File: src/rtl/pipe_pkg.sv
// Shared EX/MEM pipeline types: datapath widths, control bundle and the datapath payload
// carried from EX into MEM.
package pipe_pkg;

    localparam int unsigned DATA_W     = 32;
    localparam int unsigned PC_W       = 32;
    localparam int unsigned REG_ADDR_W = 5;

    typedef struct packed {
        logic branch;
        logic jump;
        logic memRead;
        logic memWrite;
        logic memToReg;
        logic regWrite;
    } ctrl_t;

    localparam ctrl_t CTRL_NOP = '0;

    typedef struct packed {
        logic                  zero;
        logic [DATA_W-1:0]     aluResult;
        logic [DATA_W-1:0]     storeData;
        logic [REG_ADDR_W-1:0] rd;
        logic [PC_W-1:0]       target;
    } exData_t;

    localparam exData_t EXDATA_NOP = '0;

    // A load and a store in the same instruction cannot be issued to memory.
    function automatic logic isLegalCtrl(input ctrl_t c);
        return !(c.memRead && c.memWrite);
    endfunction

endpackage

File: src/rtl/ex_mem_pipe_reg_if.sv
// EX/MEM stage boundary: hazard controls and EX results in, MEM-stage view and
// fetch redirect out.
interface ex_mem_pipe_reg_if #(
    parameter int unsigned CNT_W = 16
) ();
    import pipe_pkg::*;

    logic                  stall;
    logic                  flush;
    logic                  valid_in;
    logic                  branch_in;
    logic                  jump_in;
    logic                  memRead_in;
    logic                  memWrite_in;
    logic                  memToReg_in;
    logic                  regWrite_in;
    logic                  zero_in;
    logic [DATA_W-1:0]     alu_result_in;
    logic [DATA_W-1:0]     store_data_in;
    logic [REG_ADDR_W-1:0] rd_in;
    logic [PC_W-1:0]       target_in;

    logic                  valid_out;
    logic                  branch_out;
    logic                  jump_out;
    logic                  memRead_out;
    logic                  memWrite_out;
    logic                  memToReg_out;
    logic                  regWrite_out;
    logic                  zero_out;
    logic [DATA_W-1:0]     alu_result_out;
    logic [DATA_W-1:0]     store_data_out;
    logic [REG_ADDR_W-1:0] rd_out;
    logic [PC_W-1:0]       target_out;
    logic                  pc_src_out;
    logic [CNT_W-1:0]      bubble_count;

    modport master (
        output stall, flush, valid_in, branch_in, jump_in, memRead_in, memWrite_in,
               memToReg_in, regWrite_in, zero_in, alu_result_in, store_data_in,
               rd_in, target_in,
        input  valid_out, branch_out, jump_out, memRead_out, memWrite_out,
               memToReg_out, regWrite_out, zero_out, alu_result_out, store_data_out,
               rd_out, target_out, pc_src_out, bubble_count
    );

    modport slave (
        input  stall, flush, valid_in, branch_in, jump_in, memRead_in, memWrite_in,
               memToReg_in, regWrite_in, zero_in, alu_result_in, store_data_in,
               rd_in, target_in,
        output valid_out, branch_out, jump_out, memRead_out, memWrite_out,
               memToReg_out, regWrite_out, zero_out, alu_result_out, store_data_out,
               rd_out, target_out, pc_src_out, bubble_count
    );

endinterface

File: src/rtl/sat_counter.sv
// Saturating up-counter with hold and synchronous clear; never wraps past all-ones.
module sat_counter #(
    parameter int unsigned CNT_W = 16
) (
    input  logic             clk,
    input  logic             reset,
    input  logic             inc,
    input  logic             hold,
    input  logic             clr,
    output logic [CNT_W-1:0] count
);

    localparam logic [CNT_W-1:0] CNT_MAX = '1;

    always_ff @(posedge clk or posedge reset) begin
        if (reset) begin
            count <= '0;
        end else if (clr) begin
            count <= '0;
        end else if (!hold && inc && (count != CNT_MAX)) begin
            count <= count + CNT_W'(1);
        end
    end

endmodule

File: src/rtl/ex_mem_pipe_reg.sv
// EX/MEM pipeline register with stall/flush, illegal-ctrl squash, PC-source resolve
// and a saturating bubble counter.
module ex_mem_pipe_reg
    import pipe_pkg::*;
#(
    parameter int unsigned CNT_W = 16
) (
    input logic          clk,
    input logic          reset,
    ex_mem_pipe_reg_if.slave bus
);

    ctrl_t   ctrlIn;
    exData_t dataIn;
    logic    takeReal;

    ctrl_t   ctrlQ,  ctrlD;
    exData_t dataQ,  dataD;
    logic    validQ, validD;

    logic    bubbleInc;
    logic    cntHold;

    assign ctrlIn = '{branch:   bus.branch_in,
                      jump:     bus.jump_in,
                      memRead:  bus.memRead_in,
                      memWrite: bus.memWrite_in,
                      memToReg: bus.memToReg_in,
                      regWrite: bus.regWrite_in};

    assign dataIn = '{zero:      bus.zero_in,
                      aluResult: bus.alu_result_in,
                      storeData: bus.store_data_in,
                      rd:        bus.rd_in,
                      target:    bus.target_in};

    // An invalid or illegal-ctrl instruction enters MEM as a bubble.
    assign takeReal = bus.valid_in && isLegalCtrl(ctrlIn);

    // Next-state select: flush > stall > load.
    always_comb begin
        validD = validQ;
        ctrlD  = ctrlQ;
        dataD  = dataQ;
        if (bus.flush) begin
            validD = 1'b0;
            ctrlD  = CTRL_NOP;
            dataD  = EXDATA_NOP;
        end else if (!bus.stall) begin
            validD = takeReal;
            ctrlD  = takeReal ? ctrlIn : CTRL_NOP;
            dataD  = dataIn;
        end
    end

    always_ff @(posedge clk or posedge reset) begin
        if (reset) begin
            validQ <= 1'b0;
            ctrlQ  <= CTRL_NOP;
            dataQ  <= EXDATA_NOP;
        end else begin
            validQ <= validD;
            ctrlQ  <= ctrlD;
            dataQ  <= dataD;
        end
    end

    assign bubbleInc = bus.flush || (!bus.stall && !takeReal);
    assign cntHold   = bus.stall && !bus.flush;

    sat_counter #(.CNT_W(CNT_W)) u_bubbleCnt (
        .clk   (clk),
        .reset (reset),
        .inc   (bubbleInc),
        .hold  (cntHold),
        .clr   (1'b0),
        .count (bus.bubble_count)
    );

    assign bus.valid_out      = validQ;
    assign bus.branch_out     = ctrlQ.branch;
    assign bus.jump_out       = ctrlQ.jump;
    assign bus.memRead_out    = ctrlQ.memRead;
    assign bus.memWrite_out   = ctrlQ.memWrite;
    assign bus.memToReg_out   = ctrlQ.memToReg;
    assign bus.regWrite_out   = ctrlQ.regWrite;
    assign bus.zero_out       = dataQ.zero;
    assign bus.alu_result_out = dataQ.aluResult;
    assign bus.store_data_out = dataQ.storeData;
    assign bus.rd_out         = dataQ.rd;
    assign bus.target_out     = dataQ.target;

    // Fetch redirect is resolved from the registered stage without a further flop.
    assign bus.pc_src_out = validQ && (ctrlQ.jump || (ctrlQ.branch && dataQ.zero));

endmodule

File: src/flat_wrapper.sv
// flat-port wrapper written by rule: the top's interface ports become plain ports
module ex_mem_pipe_reg_flat import pipe_pkg::*;
#(
    parameter int unsigned CNT_W = 16
)
  (clk, reset, bus_stall, bus_flush, bus_valid_in, bus_branch_in, bus_jump_in, bus_memRead_in, bus_memWrite_in, bus_memToReg_in, bus_regWrite_in, bus_zero_in, bus_alu_result_in, bus_store_data_in, bus_rd_in, bus_target_in, bus_valid_out, bus_branch_out, bus_jump_out, bus_memRead_out, bus_memWrite_out, bus_memToReg_out, bus_regWrite_out, bus_zero_out, bus_alu_result_out, bus_store_data_out, bus_rd_out, bus_target_out, bus_pc_src_out, bus_bubble_count);
  ex_mem_pipe_reg_if #(.CNT_W(CNT_W)) bus_i ();
  input logic clk;
  input logic reset;
  input wire logic [$bits(bus_i.stall)-1:0] bus_stall;
  input wire logic [$bits(bus_i.flush)-1:0] bus_flush;
  input wire logic [$bits(bus_i.valid_in)-1:0] bus_valid_in;
  input wire logic [$bits(bus_i.branch_in)-1:0] bus_branch_in;
  input wire logic [$bits(bus_i.jump_in)-1:0] bus_jump_in;
  input wire logic [$bits(bus_i.memRead_in)-1:0] bus_memRead_in;
  input wire logic [$bits(bus_i.memWrite_in)-1:0] bus_memWrite_in;
  input wire logic [$bits(bus_i.memToReg_in)-1:0] bus_memToReg_in;
  input wire logic [$bits(bus_i.regWrite_in)-1:0] bus_regWrite_in;
  input wire logic [$bits(bus_i.zero_in)-1:0] bus_zero_in;
  input wire logic [$bits(bus_i.alu_result_in)-1:0] bus_alu_result_in;
  input wire logic [$bits(bus_i.store_data_in)-1:0] bus_store_data_in;
  input wire logic [$bits(bus_i.rd_in)-1:0] bus_rd_in;
  input wire logic [$bits(bus_i.target_in)-1:0] bus_target_in;
  output wire logic [$bits(bus_i.valid_out)-1:0] bus_valid_out;
  output wire logic [$bits(bus_i.branch_out)-1:0] bus_branch_out;
  output wire logic [$bits(bus_i.jump_out)-1:0] bus_jump_out;
  output wire logic [$bits(bus_i.memRead_out)-1:0] bus_memRead_out;
  output wire logic [$bits(bus_i.memWrite_out)-1:0] bus_memWrite_out;
  output wire logic [$bits(bus_i.memToReg_out)-1:0] bus_memToReg_out;
  output wire logic [$bits(bus_i.regWrite_out)-1:0] bus_regWrite_out;
  output wire logic [$bits(bus_i.zero_out)-1:0] bus_zero_out;
  output wire logic [$bits(bus_i.alu_result_out)-1:0] bus_alu_result_out;
  output wire logic [$bits(bus_i.store_data_out)-1:0] bus_store_data_out;
  output wire logic [$bits(bus_i.rd_out)-1:0] bus_rd_out;
  output wire logic [$bits(bus_i.target_out)-1:0] bus_target_out;
  output wire logic [$bits(bus_i.pc_src_out)-1:0] bus_pc_src_out;
  output wire logic [$bits(bus_i.bubble_count)-1:0] bus_bubble_count;
  assign bus_i.stall = bus_stall;
  assign bus_i.flush = bus_flush;
  assign bus_i.valid_in = bus_valid_in;
  assign bus_i.branch_in = bus_branch_in;
  assign bus_i.jump_in = bus_jump_in;
  assign bus_i.memRead_in = bus_memRead_in;
  assign bus_i.memWrite_in = bus_memWrite_in;
  assign bus_i.memToReg_in = bus_memToReg_in;
  assign bus_i.regWrite_in = bus_regWrite_in;
  assign bus_i.zero_in = bus_zero_in;
  assign bus_i.alu_result_in = bus_alu_result_in;
  assign bus_i.store_data_in = bus_store_data_in;
  assign bus_i.rd_in = bus_rd_in;
  assign bus_i.target_in = bus_target_in;
  assign bus_valid_out = bus_i.valid_out;
  assign bus_branch_out = bus_i.branch_out;
  assign bus_jump_out = bus_i.jump_out;
  assign bus_memRead_out = bus_i.memRead_out;
  assign bus_memWrite_out = bus_i.memWrite_out;
  assign bus_memToReg_out = bus_i.memToReg_out;
  assign bus_regWrite_out = bus_i.regWrite_out;
  assign bus_zero_out = bus_i.zero_out;
  assign bus_alu_result_out = bus_i.alu_result_out;
  assign bus_store_data_out = bus_i.store_data_out;
  assign bus_rd_out = bus_i.rd_out;
  assign bus_target_out = bus_i.target_out;
  assign bus_pc_src_out = bus_i.pc_src_out;
  assign bus_bubble_count = bus_i.bubble_count;
  ex_mem_pipe_reg #(.CNT_W(CNT_W)) u_core (.clk(clk), .reset(reset), .bus(bus_i));
endmodule
File: config.mk
export PLATFORM = sky130hd
export DESIGN_NAME = ex_mem_pipe_reg_flat
export DESIGN_NICKNAME = d
export VERILOG_FILES = /design/src/rtl/pipe_pkg.sv /design/src/rtl/ex_mem_pipe_reg_if.sv /design/src/rtl/sat_counter.sv /design/src/rtl/ex_mem_pipe_reg.sv /design/src/flat_wrapper.sv
export SDC_FILE = /design/constraint.sdc
export NUM_CORES = 1
export LEC_CHECK = 0
export ABC_AREA = 1
export CAP_MARGIN = 25
export CORE_MARGIN = 5
export CORE_UTILIZATION = 42
export CTS_CLUSTER_SIZE = 10
export DETAILED_ROUTE_END_ITERATION = 16
export PLACE_DENSITY = 0.81
export SLEW_MARGIN = 20
export SYNTH_ARGS = -nofsm -noshare
export SYNTH_HDL_FRONTEND = slang
export SYNTH_SLANG_ARGS = --single-unit
export TNS_END_PERCENT = 30
File: constraint.sdc
create_clock -name clk -period 4.57 [get_ports clk]
set_input_delay 0.914 -clock clk [delete_from_list [all_inputs] [get_ports clk]]
set_output_delay 0.914 -clock clk [all_outputs]
set_load 0.005 [all_outputs]
==> reports/results.txt, run 1 <==
The clock arrives with 4.258 ps of skew. In the global route stage, met2 resource usage came out at 33.84%. After global routing the overflow that remains totals 0. Type of the worst setup path: in2reg. In this run the tightest slew margin relative to its limit is 36.29%. For the placer's final routability congestion estimate, the log shows 0.8389.

Once layout is done, the placed cells without fillers occupy 8371 sq um. The logs give 17 for the number of buffers created by CTS and 1006 for the final-layout fill cell count. Path type of the worst min-delay path: reg2reg.

The maximum net fanout on the critical path was 58. The worst hold path was traced through 2 stages. The tools report the number of antenna violations at the first check in global routing as 0.

The number of global-route vias before repair was 4834; the number of H-tree branching levels was 4. The clock period could shrink to 2492 ps. The type of element capturing the critical path is a flip-flop.

TritonCTS built the clock tree. The starting DRC count in detailed routing is 287, and the number of placed I/O pins is 239. After detailed routing, the total wire length is 15.82 mm. In this run the core area contains 41 standard-cell rows. The run gives 410 ps as the clock insertion delay at the later pin of the skew report.

In this run the horizontal extent of the chip is 122.3 um. For the core area, the log shows 12520 sq um. The clock transition at the registers of the reported paths works out to 50 ps. In this run the vertical extent of the chip is 122.3 um. Cell at the root of the clock tree: sky130_fd_sc_hd__clkbuf_16. Leaving out fill and tap cells, the most frequent cell in the layout is sky130_fd_sc_hd__nand2_1. The instance area at placement was 7785 sq um; the share of the yosys chip area belonging to registers was 59.05%. STA puts the critical path data arrival time at 2840 ps. The floorplan step defined a die boundary enclosing 14960 sq um. The flow ran to the end, and the final reports show no timing, DRC or antenna violations. The net total in the final layout is 967. The worst setup path is launched from an input port. Total iterations of the first detailed-routing run: 6.

The post-synthesis register bit count works out to 125. The areal power density over the cells was 361.4 nW/um^2. Setup repair after global routing left no endpoint under its margin. At the pin with the least slew margin, the transition time is 954.2 ps. The distinct cell type count of the synthesized netlist was 22; the pin count of the biggest net entering global routing was 72. The wire-length estimate of the detail-placed layout is 11.06 mm. Counting every net in the synthesized netlist gives 740. Counting cells, the worst reg-to-reg path comes to 8. The maximum buffer depth of the clock tree was 2. The final clock period utilization by the worst path came out at 54.53%. In this run the post-CTS setup repair buffer count came out at 0. The max-slew violation count is 0. The run gives 0 as the DRC violation count after routing. The cell area after technology mapping is 5298 sq um. For this run, the number of Yosys warnings is 0. The count of endpoints failing hold in the final timing report is 0, and the wire length per cell is 15.26 um.

Derived from the worst setup path, the maximum achievable clock frequency is 401.3 MHz. The initial core utilization was 42.32%; the post-layout utilization of the core was 66.87%. Relative to the synthesized area, the layout overhead comes to 58.01%. For the number of cells produced by synthesis, the log shows 626. For the worst setup path, the data required time is 4910 ps. Input and output buffers added on the ports amount to 238. Post-detailed-route via-to-cell ratio: 4.824. The post-route total power was 3.025 mW; the maximum vdd ir drop was 0.2033 mV. Global routing used 25.97% of the available met1 tracks. The hold-fix buffer count after cts came out at 0. Setup violations remaining at the end of the flow were counted as 0. In the layout the commonest cells are 288 x sky130_fd_sc_hd__nand2_1, 236 x sky130_fd_sc_hd__clkdlybuf4s50_1, 125 x sky130_fd_sc_hd__dfrtp_1. In this run the mean area of a mapped cell was 8.463 sq um. The diode insertion count for antenna repair is 0. After global routing, the most crowded layer is met2. The tools report the max-cap check violation count as 0. On the final layout, the worst hold slack is 464.7 ps. The share of final-layout standard cells stronger than drive strength 1 came out at 6.127%. The logs give 24.84 mm for the global-route wire length before repair and 21.45% for the global-route total usage across every layer. Adding up every negative setup slack in the final design gives 0 ps.

The tools report the count of instances resized after the clock tree is built as 0. Leakage power: 3.799 nW. The final route contains 5002 vias. The number of sinks on the clock net came out at 125.

Once detail routing completed, the nets flagged for antenna violations numbered 0. In the global route stage, met3 resource usage came out at 10.65%.
## final timing paths
check / start / slack, ps / end
min: u_core.bus.target_out[16]$_DFFE_PP0P_ / 460 / u_core.bus.target_out[16]$_DFFE_PP0P_
max reg2reg: u_core.u_bubbleCnt.count[0]$_DFFE_PP0P_ / 2740 / u_core.u_bubbleCnt.count[0]$_DFFE_PP0P_
max in group asynchronous: reset / 2690 / u_core.u_bubbleCnt.count[6]$_DFFE_PP0P_
min reg2reg: u_core.bus.target_out[16]$_DFFE_PP0P_ / 460 / u_core.bus.target_out[16]$_DFFE_PP0P_
max: bus_stall / 2080 / u_core.bus.alu_result_out[11]$_DFFE_PP0P_
min in group asynchronous: reset / 1040 / u_core.bus.alu_result_out[23]$_DFFE_PP0P_
## state kept, by name, indices dropped and copies added (netlist names)
register                   cells
u_core.bus.memRead_out         1
u_core.bus.jump_out            1
u_core.bus.target_out         32
u_core.u_bubbleCnt.count      16
u_core.bus.valid_out           1
u_core.bus.zero_out            1
u_core.bus.branch_out          1
u_core.bus.memWrite_out        1
u_core.bus.rd_out              5
u_core.bus.regWrite_out        1
u_core.bus.memToReg_out        1
u_core.bus.alu_result_out     32
u_core.bus.store_data_out     32
## critical path, cell delays in order
cell and delay [ps]:
sky130_fd_sc_hd__buf_2 270, sky130_fd_sc_hd__inv_2 770, sky130_fd_sc_hd__buf_4 540, sky130_fd_sc_hd__nand3_1 160, sky130_fd_sc_hd__nand2_1 110
## power breakdown
group          leakage, nW  internal [mW]  total, mW  switching [mW]
clock                0.281          0.840       1.32           0.475
combinational         1.85          0.268      0.460           0.193
sequential            1.67           1.18       1.25          0.0677
## synth_stat cells
| cell | count | area (sq um) |
|---|---|---|
| sky130_fd_sc_hd__nand2_1 | 288 | 1081 |
| sky130_fd_sc_hd__dfrtp_1 | 125 | 3128 |
| sky130_fd_sc_hd__a21oi_1 | 59 | 295.3 |
| sky130_fd_sc_hd__nand3_1 | 52 | 260.3 |
| sky130_fd_sc_hd__clkbuf_1 | 18 | 67.56 |
| sky130_fd_sc_hd__nor2_1 | 14 | 52.55 |
| sky130_fd_sc_hd__inv_1 | 13 | 48.80 |
| sky130_fd_sc_hd__buf_1 | 10 | 37.54 |
| sky130_fd_sc_hd__o21ai_0 | 10 | 50.05 |
| sky130_fd_sc_hd__nand4_1 | 7 | 43.79 |
| sky130_fd_sc_hd__xnor2_1 | 7 | 61.31 |
| sky130_fd_sc_hd__buf_2 | 5 | 25.02 |
| sky130_fd_sc_hd__inv_2 | 4 | 15.01 |
| sky130_fd_sc_hd__nand2_2 | 4 | 25.02 |
| sky130_fd_sc_hd__nor2_4 | 3 | 33.78 |
| sky130_fd_sc_hd__a21boi_0 | 1 | 7.510 |
| sky130_fd_sc_hd__a21oi_2 | 1 | 8.760 |
| sky130_fd_sc_hd__buf_4 | 1 | 7.510 |
| sky130_fd_sc_hd__buf_8 | 1 | 15.01 |
| sky130_fd_sc_hd__ha_1 | 1 | 12.51 |
| sky130_fd_sc_hd__nand2_4 | 1 | 11.26 |
| sky130_fd_sc_hd__nand3_2 | 1 | 10.01 |
## stage by stage
| step | std cells | setup slack, ps |
|---|---|---|
| 2_1_floorplan | 626 | 328.4 |
| 3_3_place_gp | 1006 | 1656 |
| 3_5_place_dp | 1006 | 1665 |
| 4_1_cts | 1037 | 2100 |
| 5_1_grt | 1037 | 1862 |
| 6_report | 1037 | 2078 |
## metal layers
metal | share of wire, % | up-vias
met5 | 0 | -
met4 | 1.5 | 0
met3 | 11 | 19
met2 | 47 | 207
met1 | 40 | 2329
li1 | - | 2447
## layout make-up
cell class	instances	area (sq um)	share of cell area [%]
flip-flops and latches	125	3128	37.37
repair buffers	243	2422	28.94
multi-input cells	449	1953	23.33
clock buffers	21	470.5	5.620
well taps	172	215.2	2.571
clock inverters	10	115.1	1.375
inverters	17	66.31	0.7922
## kinds of logic after synthesis
family,synth area share [%]
AO/OA/AOI/OAI,6.826
XOR/XNOR,1.157
adder cells (fa/ha/maj),0.2361
buffers and inverters,4.086
flip-flops,59.05
AND/OR/NAND/NOR,28.65
(Power assumes the default switching activity.)
==> run 2: changes to the inputs <==
--- a/config.mk
+++ b/config.mk
@@ -8,10 +8,10 @@
 export ABC_AREA = 1
 export CAP_MARGIN = 25
 export CORE_MARGIN = 5
-export CORE_UTILIZATION = 42
+export CORE_UTILIZATION = 38
 export CTS_CLUSTER_SIZE = 10
 export DETAILED_ROUTE_END_ITERATION = 16
-export PLACE_DENSITY = 0.81
+export PLACE_DENSITY = 0.77
 export SLEW_MARGIN = 20
 export SYNTH_ARGS = -nofsm -noshare
 export SYNTH_HDL_FRONTEND = slang
==> constraint.sdc (replaced) <==
create_clock -name clk -period 2.2 [get_ports clk]
set_input_delay 0.44 -clock clk [delete_from_list [all_inputs] [get_ports clk]]
set_output_delay 0.44 -clock clk [all_outputs]
set_load 0.005 [all_outputs]
==> run 2 against run 1 <==
Sequential share of layout area down 0.52 points; via count down 0.38%; sequential power grew 110%; largest cell class unchanged; setup slack got worse by 1800 ps; highest routed layer is now met5; critical endpoint is now bus_pc_src_out; clock power increased by 110%; clock-buffer cell count is 2 higher; final cell count is 1.2% higher; die area up 9.6%; critical path type is now reg2out; worst hold slack worse by 0.66 ps; non-clock buffer count increased by 6; clock skew is 1.7 ps higher.
==> reports/results.txt, run 2 (synthesis gave the netlist of run 1 again) <==
The run finished with clean final reports. The run gives 0 (unchanged) as the overall overflow remaining after global route. The tools report the number of buffers created by CTS as 17 (unchanged). The worst setup path is captured at a primary output.

The setup TNS came out at 0 ps (unchanged). TritonCTS built the clock tree. The global-route total usage across every layer is 19.84% (-1.6 points), and the share of final-layout standard cells stronger than drive strength 1 is 6.444% (+0.32 points). Number of port buffers: 238 (unchanged).

The logs give 15.4% (+0.2 points) for the portion of total power attributed to combinational logic and 44.2% (+0.7 points) for the power share of the clock group. The instance area at placement came out at 7891 sq um (+1.4%). The clock insertion delay at the later pin of the skew report was 400 ps (about the same).

The switching share of power is 23.38% (-0.92 points), and the die height is 128.1 um (+4.7%). The slack of the worst reg-to-reg path came out at 340 ps (-2400 ps). The logs give 25.59 mm (+3.0%) for the global-route wire length before repair and 73 (+1.4%) for the pin count of the biggest net entering global routing. The number of antenna violations at the first check in global routing is 2 (+2). The run gives 11.20 mm (+1.3%) as the half-perimeter wire length of the detailed placement result. The slew at the pin with the worst max-slew slack is 637.8 ps (-316.5 ps). Core area: 13770 sq um (+10%). The net total in the final layout was 973 (+0.62%). The tools report the initial core utilization as 38.46% (-3.9 points).

The tools report the maximum buffer depth of the clock tree as 2 (unchanged). The endpoint arrival time on the critical path came out at 1470 ps (-1370 ps). Diode insertion count for antenna repair: 0 (unchanged). The wire length per cell was 15.31 um (+0.34%); the headroom to the max-slew limit was 57.48% (+21 points). The logs give 239 (unchanged) for the number of placed I/O pins and 16400 sq um (+9.6%) for the area of the die. The tools report the DRC violation count after routing as 0 (unchanged). STA classifies the critical path startpoint as a flip-flop. Compared with the post-synthesis result, the final layout area differs by 60.25%.

For the max-cap check violation count, the log shows 0 (unchanged). The logs give 43 (+4.9%) for the number of placement rows and 4854 (+0.41%) for the number of global-route vias before repair. The logs give 8489 sq um (+1.4%) for the final design area excluding fillers and 125 (unchanged) for the number of sinks on the clock net. The worst hold path begins at u_core.bus.target_out[22]$_DFFE_PP0P_. Post-detailed-route via-to-cell ratio: 4.750 (-1.5%). The die extent in x came out at 128.1 um (+4.7%).

Type of the worst setup path: reg2out. The leading cell type in the layout, fill and taps excluded is sky130_fd_sc_hd__nand2_1. The shortest clock period the worst path allows after layout came out at 1910 ps. The tools report the sequential group share of total power as 40.5% (-0.8 points). The endpoint identified for the worst register-to-register timing path is u_core.u_bubbleCnt.count[7]$_DFFE_PP0P_. The logs give 0 (unchanged) for the count of nets left with antenna violations after detail routing and 1.498 mW (+100%) for the switching power. Clock transition at the registers of the reported paths: 50 ps (about the same).

The logs give 1760 ps (-3150 ps) for the required time of the critical path and 4 (-2) for the total iterations of the first detailed-routing run. The maximum net fanout on the critical path is 3 (-95%). The tree is rooted in a sky130_fd_sc_hd__clkbuf_16. The areal power density over the cells is 754.5 nW/um^2 (+110%), and the hold-fix buffer count after cts is 0 (unchanged). The placer's final routability congestion estimate came out at 0.8203 (-2.2%). The startpoint of the worst register-to-register path is u_core.u_bubbleCnt.count[0]$_DFFE_PP0P_.

The wire length after detailed routing was 16.06 mm (+1.5%). The maximum clock rate was 523.6 MHz. Setup repair after global routing left no endpoint under its margin. Hold path depth: 2 (unchanged). The leakage power was 3.847 nW (+1.3%); the total via count after detailed routing was 4983 (-0.38%).

The count of endpoints failing hold in the final timing report came out at 0 (unchanged). The maximum vdd ir drop was 0.4523 mV (+120%). The path type of the worst min-delay path is reg2reg.

In the layout the commonest cells are 288 x sky130_fd_sc_hd__nand2_1, 236 x sky130_fd_sc_hd__clkdlybuf4s50_1, 125 x sky130_fd_sc_hd__dfrtp_1. Count of instances resized after the clock tree is built: 0 (unchanged). The hold-critical path endpoint was u_core.bus.target_out[22]$_DFFE_PP0P_. The path depth of the worst reg2reg path is 8 (unchanged), and the max-slew violation count is 0 (unchanged). The number of H-tree branching levels is 4 (unchanged). The maximum clock skew at final layout is 5.960 ps (+1.703 ps), and the starting DRC count in detailed routing is 304 (+5.9%). The run gives 0 (unchanged) as the count of buffers added by post-CTS timing repair for setup.

The final clock period utilization by the worst path was 86.82%. The internal power summed over all cells is 4.908 mW (+110%), and the count of final setup violators is 0 (unchanged).
-- run 2: worst max-delay path, cell delays in order, from the launching register on --
cell and delay (ps):
sky130_fd_sc_hd__dfrtp_1 380, sky130_fd_sc_hd__a21oi_1 70, sky130_fd_sc_hd__nor2_1 90, sky130_fd_sc_hd__clkdlybuf4s50_1 530
-- run 2: through the flow --
stage	hold WS [ps]	cells	power [mW]	setup WS, ps	util (%)
final	464.1	1049	6.405	290.0	61.64
after global routing	484.4	1049	6.698	116.5	61.64
after CTS	471.1	1049	6.494	258.8	61.64
after detailed placement	457.8	1020	3.625	98.74	57.29
after global placement	453.4	1020	3.615	155.4	57.29
after floorplan	465.4	626	2.977	220.7	-
-- run 2: layout make-up --
class / count / area (sq um)
fillers: 1203 / 5284
flip-flops and latches: 125 / 3128
multi-input cells: 449 / 1953
clock inverters: 6 / 110.1
clock buffers: 23 / 488.0
repair buffers: 249 / 2517
well taps: 180 / 225.2
inverters: 17 / 67.56
-- run 2: metal layers --
metal	track usage (%)	routed length, um	share of wire, %	vias to the layer above
met4	7.116	279	1.7	4
li1	-	-	-	2451
met1	24.67	6630	41	2308
met2	30.53	7476	47	194
met5	0	14	0.087	-
met3	9.042	1657	10	26
-- run 2: power groups by stage --
stage	Combinational [mW]	Sequential, mW	Clock [mW]
floorplan	0.349	2.63	0
global placement	0.990	2.62	0
detailed placement	0.995	2.63	0
CTS	1.00	2.59	2.90
global route	1.08	2.62	3.00
finish	0.984	2.59	2.83
-- run 2: worst max path at each step --
stage / start / to / slack [ps] / cells past startpoint
after floorplan: reset / u_core.bus.alu_result_out[0]$_DFFE_PP0P_ / 220 / 1
after global placement: bus_memRead_in / u_core.u_bubbleCnt.count[15]$_DFFE_PP0P_ / 160 / 8
after detailed placement: bus_memRead_in / u_core.u_bubbleCnt.count[0]$_DFFE_PP0P_ / 100 / 8
after CTS: u_core.bus.zero_out$_DFFE_PP0P_ / bus_pc_src_out / 260 / 3
after global routing: u_core.u_bubbleCnt.count[0]$_DFFE_PP0P_ / u_core.u_bubbleCnt.count[4]$_DFFE_PP0P_ / 120 / 8
final: u_core.bus.zero_out$_DFFE_PP0P_ / bus_pc_src_out / 290 / 3
==> RTL change 1, RTL diff (flow settings as in run 1) <==
Change the package constant `REG_ADDR_W` from 5 to 4.
--- a/src/rtl/pipe_pkg.sv
+++ b/src/rtl/pipe_pkg.sv
@@ -4,7 +4,7 @@
 
     localparam int unsigned DATA_W     = 32;
     localparam int unsigned PC_W       = 32;
-    localparam int unsigned REG_ADDR_W = 5;
+    localparam int unsigned REG_ADDR_W = 4;
 
     typedef struct packed {
         logic branch;
Ports: changed (resized bus_rd_in and bus_rd_out); port bits go from 239 to 237. No check against the original RTL was run, so the function may have changed too.
==> RTL change 1 against run 1 <==
Routed wire length grew 5.6%; synthesized area shrank 1.3%; power grew 3.8%; core utilization grew 2.1 points; first-iteration DRC count grew 44%; final area shrank 0.19%; clock skew shrank 0.0014 ns; via count grew 2.0%; sequential cell count shrank 1; sequential share of layout area shrank 0.23 points; setup slack gained 0.11 ns; critical path type is now reg2out.
==> RTL change 1: results (changes against run 1) <==
[global_route]
grt_max_degree=66  ; -8.3%
grt_pass1_wl_um=26700  ; +7.6%
antenna_found_initial=0  ; unchanged
grt_util_all_layers_pct=23.0  ; +1.5 points
first_global_vias=5282  ; +9.3%

[clock_network]
htree_levels=4  ; unchanged
cts_buffers=17  ; unchanged
cts_setup_buffers=0  ; unchanged
clock_latency_ns=0.41  ; about the same

[placed_design]
port_buffers=236  ; -0.84%
gp_congestion=0.883  ; +5.2%
pre_cts_ws_ns=1.80  ; +0.138 ns
hpwl_um=11900  ; +7.9%
dpl_cell_area_mm2=0.00772  ; -0.85%

[setup_path]
r2r-start=u_core.u_bubbleCnt.count[0]
slowest_delay_ns=0.50  ; -0.27 ns
reg2reg_to=u_core.u_bubbleCnt.count[0]
crit_arrival_ns=1.47  ; -1.37 ns
crit_slowest_cell=clkdlybuf4s50_1
ff2ff_setup_slack_ns=2.63  ; -0.11 ns
worst-path-max-fanout=3  ; -95%
crit_family=buffers and inverters

[power_and_ir_drop]
total_leakage_power_nw=3.79  ; -0.33%
ir_drop_mv=0.226  ; +11%

[drt]
met3_length_um=1680  ; -7.3%
viasPerCell=4.97  ; +3.1%
wl_met2_um=8280  ; +11%
drt_iter0_drc=413  ; +44%
wl_met1_um=6210  ; -1.3%
wl_per_cell_um=16.3  ; +6.7%
highest_layer=met4
drtPass1Iterations=7  ; +1

[sta]
timing.hold.ws_ns=0.468  ; +0.00287 ns
skew_ns=0.00290  ; -0.00136 ns
slew_headroom_pct=43.2  ; +7.0 points

[final_layout]
n_fill_cell=903  ; -10%
fin_nets=958  ; -0.93%
diodes=0  ; unchanged
drive_gt1_share_pct=6.18  ; +0.050 points

[yosys]
synthArstFlopShare_pct=100  ; unchanged
synthTopCellsByCount=nand2_1, dfrtp_1, a21oi_1
synth-xor-area-share_pct=1.17  ; +0.015 points
synth_mux_area_share_pct=0  ; unchanged
synth-seq-area-share_pct=59.3  ; +0.28 points
synth_compound_area_share_pct=7.06  ; +0.23 points
ys_top_cells_by_area=dfrtp_1, nand2_1, a21oi_1, nand3_1, clkbuf_1
synth_cell_types=25  ; +14%
synth_fa_ha_area_share_pct=0.239  ; +0.0031 points
syn_nets=731  ; -1.2%

[hold_path]
min_from=u_core.bus.alu_result_out[11]
min_to=u_core.bus.alu_result_out[11]

[outcome]
status=finished clean

[RTL change 1: worst register-to-register path, stage by stage, from the launching register on]
cell and delay [ns]:
dfrtp_1 0.47, ha_1 0.31, nand3_2 0.12, inv_1 0.06, nand2_2 0.08, clkinv_1 0.12
a21oi_2 0.49, nand2_1 0.13, nand2_1 0.10
[RTL change 1: power by group]
part / switching [mW] / internal, mW
Combinational: 0.200 / 0.267
Clock: 0.474 / 0.952
Sequential: 0.0737 / 1.17
[RTL change 1: area by class of cell]
cell class | instances | share of cell area (%)
clock buffer | 21 | 5.63
clock inverter | 11 | 1.98
inverter | 16 | 0.749
multi-input combinational | 444 | 23.0
sequential | 124 | 37.1
tap | 168 | 2.52
timing repair buffer | 242 | 29.0
[RTL change 1: how the worst max path moves through the flow]
stage	startpoint	end	slack (ns)	depth (start not counted)
final	u_core.bus.zero_out	bus_pc_src_out	2.18	3
after global routing	bus_stall	u_core.bus.jump_out	2.03	6
after CTS	u_core.bus.zero_out	bus_pc_src_out	2.17	3
after detailed placement	bus_stall	u_core.bus.valid_out	1.80	5
after global placement	bus_stall	u_core.bus.valid_out	1.87	5
after floorplan	reset	u_core.bus.alu_result_out[0]	0.36	1
[RTL change 1: through the flow]
| stage | utilization (%) | cells |
|---|---|---|
| after floorplan | - | 618 |
| after global placement | 63.6 | 993 |
| after detailed placement | 63.7 | 994 |
| after CTS | 69.0 | 1026 |
| after global routing | 69.0 | 1026 |
| final | 69.0 | 1026 |
[RTL change 1: per-layer routing]
| layer | global-route usage (%) | vias to the layer above |
|---|---|---|
| met5 | 0 | - |
| met4 | 9.52 | 0 |
| met1 | 27.0 | 2393 |
| met3 | 9.84 | 36 |
| li1 | - | 2422 |
| met2 | 37.1 | 250 |
==> RTL change 2, RTL diff (flow settings as in run 1) <==
Made on the original files. Make the reset (`reset`) synchronous in 2 clocked blocks.
--- a/src/rtl/sat_counter.sv
+++ b/src/rtl/sat_counter.sv
@@ -12,7 +12,7 @@
 
     localparam logic [CNT_W-1:0] CNT_MAX = '1;
 
-    always_ff @(posedge clk or posedge reset) begin
+    always_ff @(posedge clk) begin
         if (reset) begin
             count <= '0;
         end else if (clr) begin
--- a/src/rtl/ex_mem_pipe_reg.sv
+++ b/src/rtl/ex_mem_pipe_reg.sv
@@ -53,7 +53,7 @@
         end
     end
 
-    always_ff @(posedge clk or posedge reset) begin
+    always_ff @(posedge clk) begin
         if (reset) begin
             validQ <= 1'b0;
             ctrlQ  <= CTRL_NOP;
Check against the original RTL: differs if reset is asserted again (counterexample within 4 cycles, from zero or initial values and one cycle with reset high); with reset held inactive, the same outputs for 10 cycles.
==> RTL change 2 against run 1 <==
Routed wire length decreased by 6.8%; clock skew decreased by 0.00056 ns; setup slack got worse by 0.0019 ns; sequential cell count unchanged; final area decreased by 8.8%; power decreased by 12%; critical endpoint is now u_core.bus.store_data_out[28]; synthesized area decreased by 12%; hold slack got worse by 0.0028 ns; largest cell class unchanged.
==> RTL change 2: results (changes against run 1) <==
[outcome]
status=finished clean

[yosys]
syn_nets=742  ; +0.27%
avgSynthCellArea_um2=7.40  ; -13%
synth_top_flop_cell=dfxtp_1
synthTopCellsByCount=nand2_1, dfxtp_1, a21oi_1
ys_top_cells_by_area=dfxtp_1, nand2_1, a21oi_1, nor2_1, clkbuf_1
synth_cell_types=23  ; +4.5%
synth-seq-area-share_pct=53.9  ; -5.2 points
yosysWarnings=0  ; unchanged
synthArstFlopShare_pct=0  ; -100 points

[placed_design]
dpl_cell_area_mm2=0.00706  ; -9.3%
hpwl_um=10300  ; -6.6%
port_buffers=238  ; unchanged
pre_cts_ws_ns=1.55  ; -0.113 ns
gp_congestion=0.865  ; +3.1%

[global_route]
grt_max_degree=110  ; +53%
antenna_found_initial=0  ; unchanged
grt_pass1_wl_um=22700  ; -8.8%
grt_util_all_layers_pct=21.5  ; +0.079 points
first_global_vias=4749  ; -1.8%

[clock_network]
cts_setup_buffers=0  ; unchanged
clk_transition_reported_paths_ns=0.05  ; about the same
clockRootBuffer=clkbuf_8
cts_resized=0  ; unchanged
clock_latency_ns=0.51  ; +0.10 ns
htree_levels=4  ; unchanged
clock_path_buffers=2  ; unchanged

[drt]
drtPass1Iterations=4  ; -2
totalWireLength_um=14700  ; -6.8%
viasPerCell=4.89  ; +1.5%
drt_iter0_drc=394  ; +37%
vias=4904  ; -2.0%

[power_and_ir_drop]
ir_drop_mv=0.252  ; +24%
net-switching-power_uw=583  ; -21%
total_leakage_power_nw=2.84  ; -25%

[setup_path]
r2r_cells=10  ; +2
worst-path-max-fanout=55  ; -5.2%
crit_slowest_cell=nand2_4
slowest_delay_ns=0.65  ; -0.12 ns
crit_arrival_ns=2.88  ; +0.04 ns

[hold_path]
min_path_cells=2  ; unchanged

[final_layout]
drive_gt1_share_pct=4.52  ; -1.6 points
n_fill_cell=854  ; -15%
fin_nets=965  ; -0.21%

[sta]
worst_pin_slew_ns=0.860  ; -0.0942 ns
skew_ns=0.00369  ; -0.000563 ns

## RTL change 2: area by class of cell
class                   instances  area (µm²)  area share (%)
repair buffers                242        2440            32.0
flip-flops and latches        125        2500            32.8
clock inverters                 8        92.6            1.21
inverters                      14        53.8           0.705
well taps                     140         175            2.29
multi-input cells             451        1920            25.1
clock buffers                  22         453            5.93
## RTL change 2: power groups by stage
stage	combinational, mW	clock (mW)	sequential (mW)
floorplan	0.0910	0	1.17
global placement	0.271	0	1.16
detailed placement	0.278	0	1.16
CTS	0.280	1.26	1.14
global route	0.304	1.32	1.14
finish	0.279	1.24	1.14
## RTL change 2: worst paths after layout
| kind | startpoint | endpoint | slack (ns) |
|---|---|---|---|
| worst min register to register | u_core.bus.alu_result_out[28] | u_core.bus.alu_result_out[28] | 0.46 |
| worst max-delay path | reset | u_core.bus.store_data_out[28] | 2.08 |
| worst min-delay path | u_core.bus.alu_result_out[28] | u_core.bus.alu_result_out[28] | 0.46 |
| worst max register to register | u_core.u_bubbleCnt.count[0] | u_core.u_bubbleCnt.count[10] | 2.96 |
## RTL change 2: cell families after synthesis
group,Yosys count,synth area share [%]
adders and majority gates,1,0.269
and+or+nand+nor,326,27.4
DFF,125,53.9
AOI/OAI and AO/OA,124,13.4
buffers and inverters,52,5.01
## RTL change 2: per-stage QoR
stage / util [%] / power (mW)
final: 70.4 / 2.66
after detailed placement: 65.2 / 1.44
after floorplan: - / 1.26
after global routing: 70.4 / 2.77
after CTS: 70.2 / 2.69
after global placement: 65.0 / 1.43
## RTL change 2: worst min-delay path, stage by stage, from the launching register on
cell and delay [ns]:
dfxtp_1 0.30, nand2_1 0.06, a21oi_1 0.05
## RTL change 2: routing by layer
metal / wire length [µm] / track usage, % / vias to the layer above
li1: - / - / 2457
met1: 5620 / 23.4 / 2213
met2: 7390 / 36.8 / 199
met3: 1310 / 7.63 / 35
met4: 433 / 11.2 / 0
met5: 0 / 0 / -
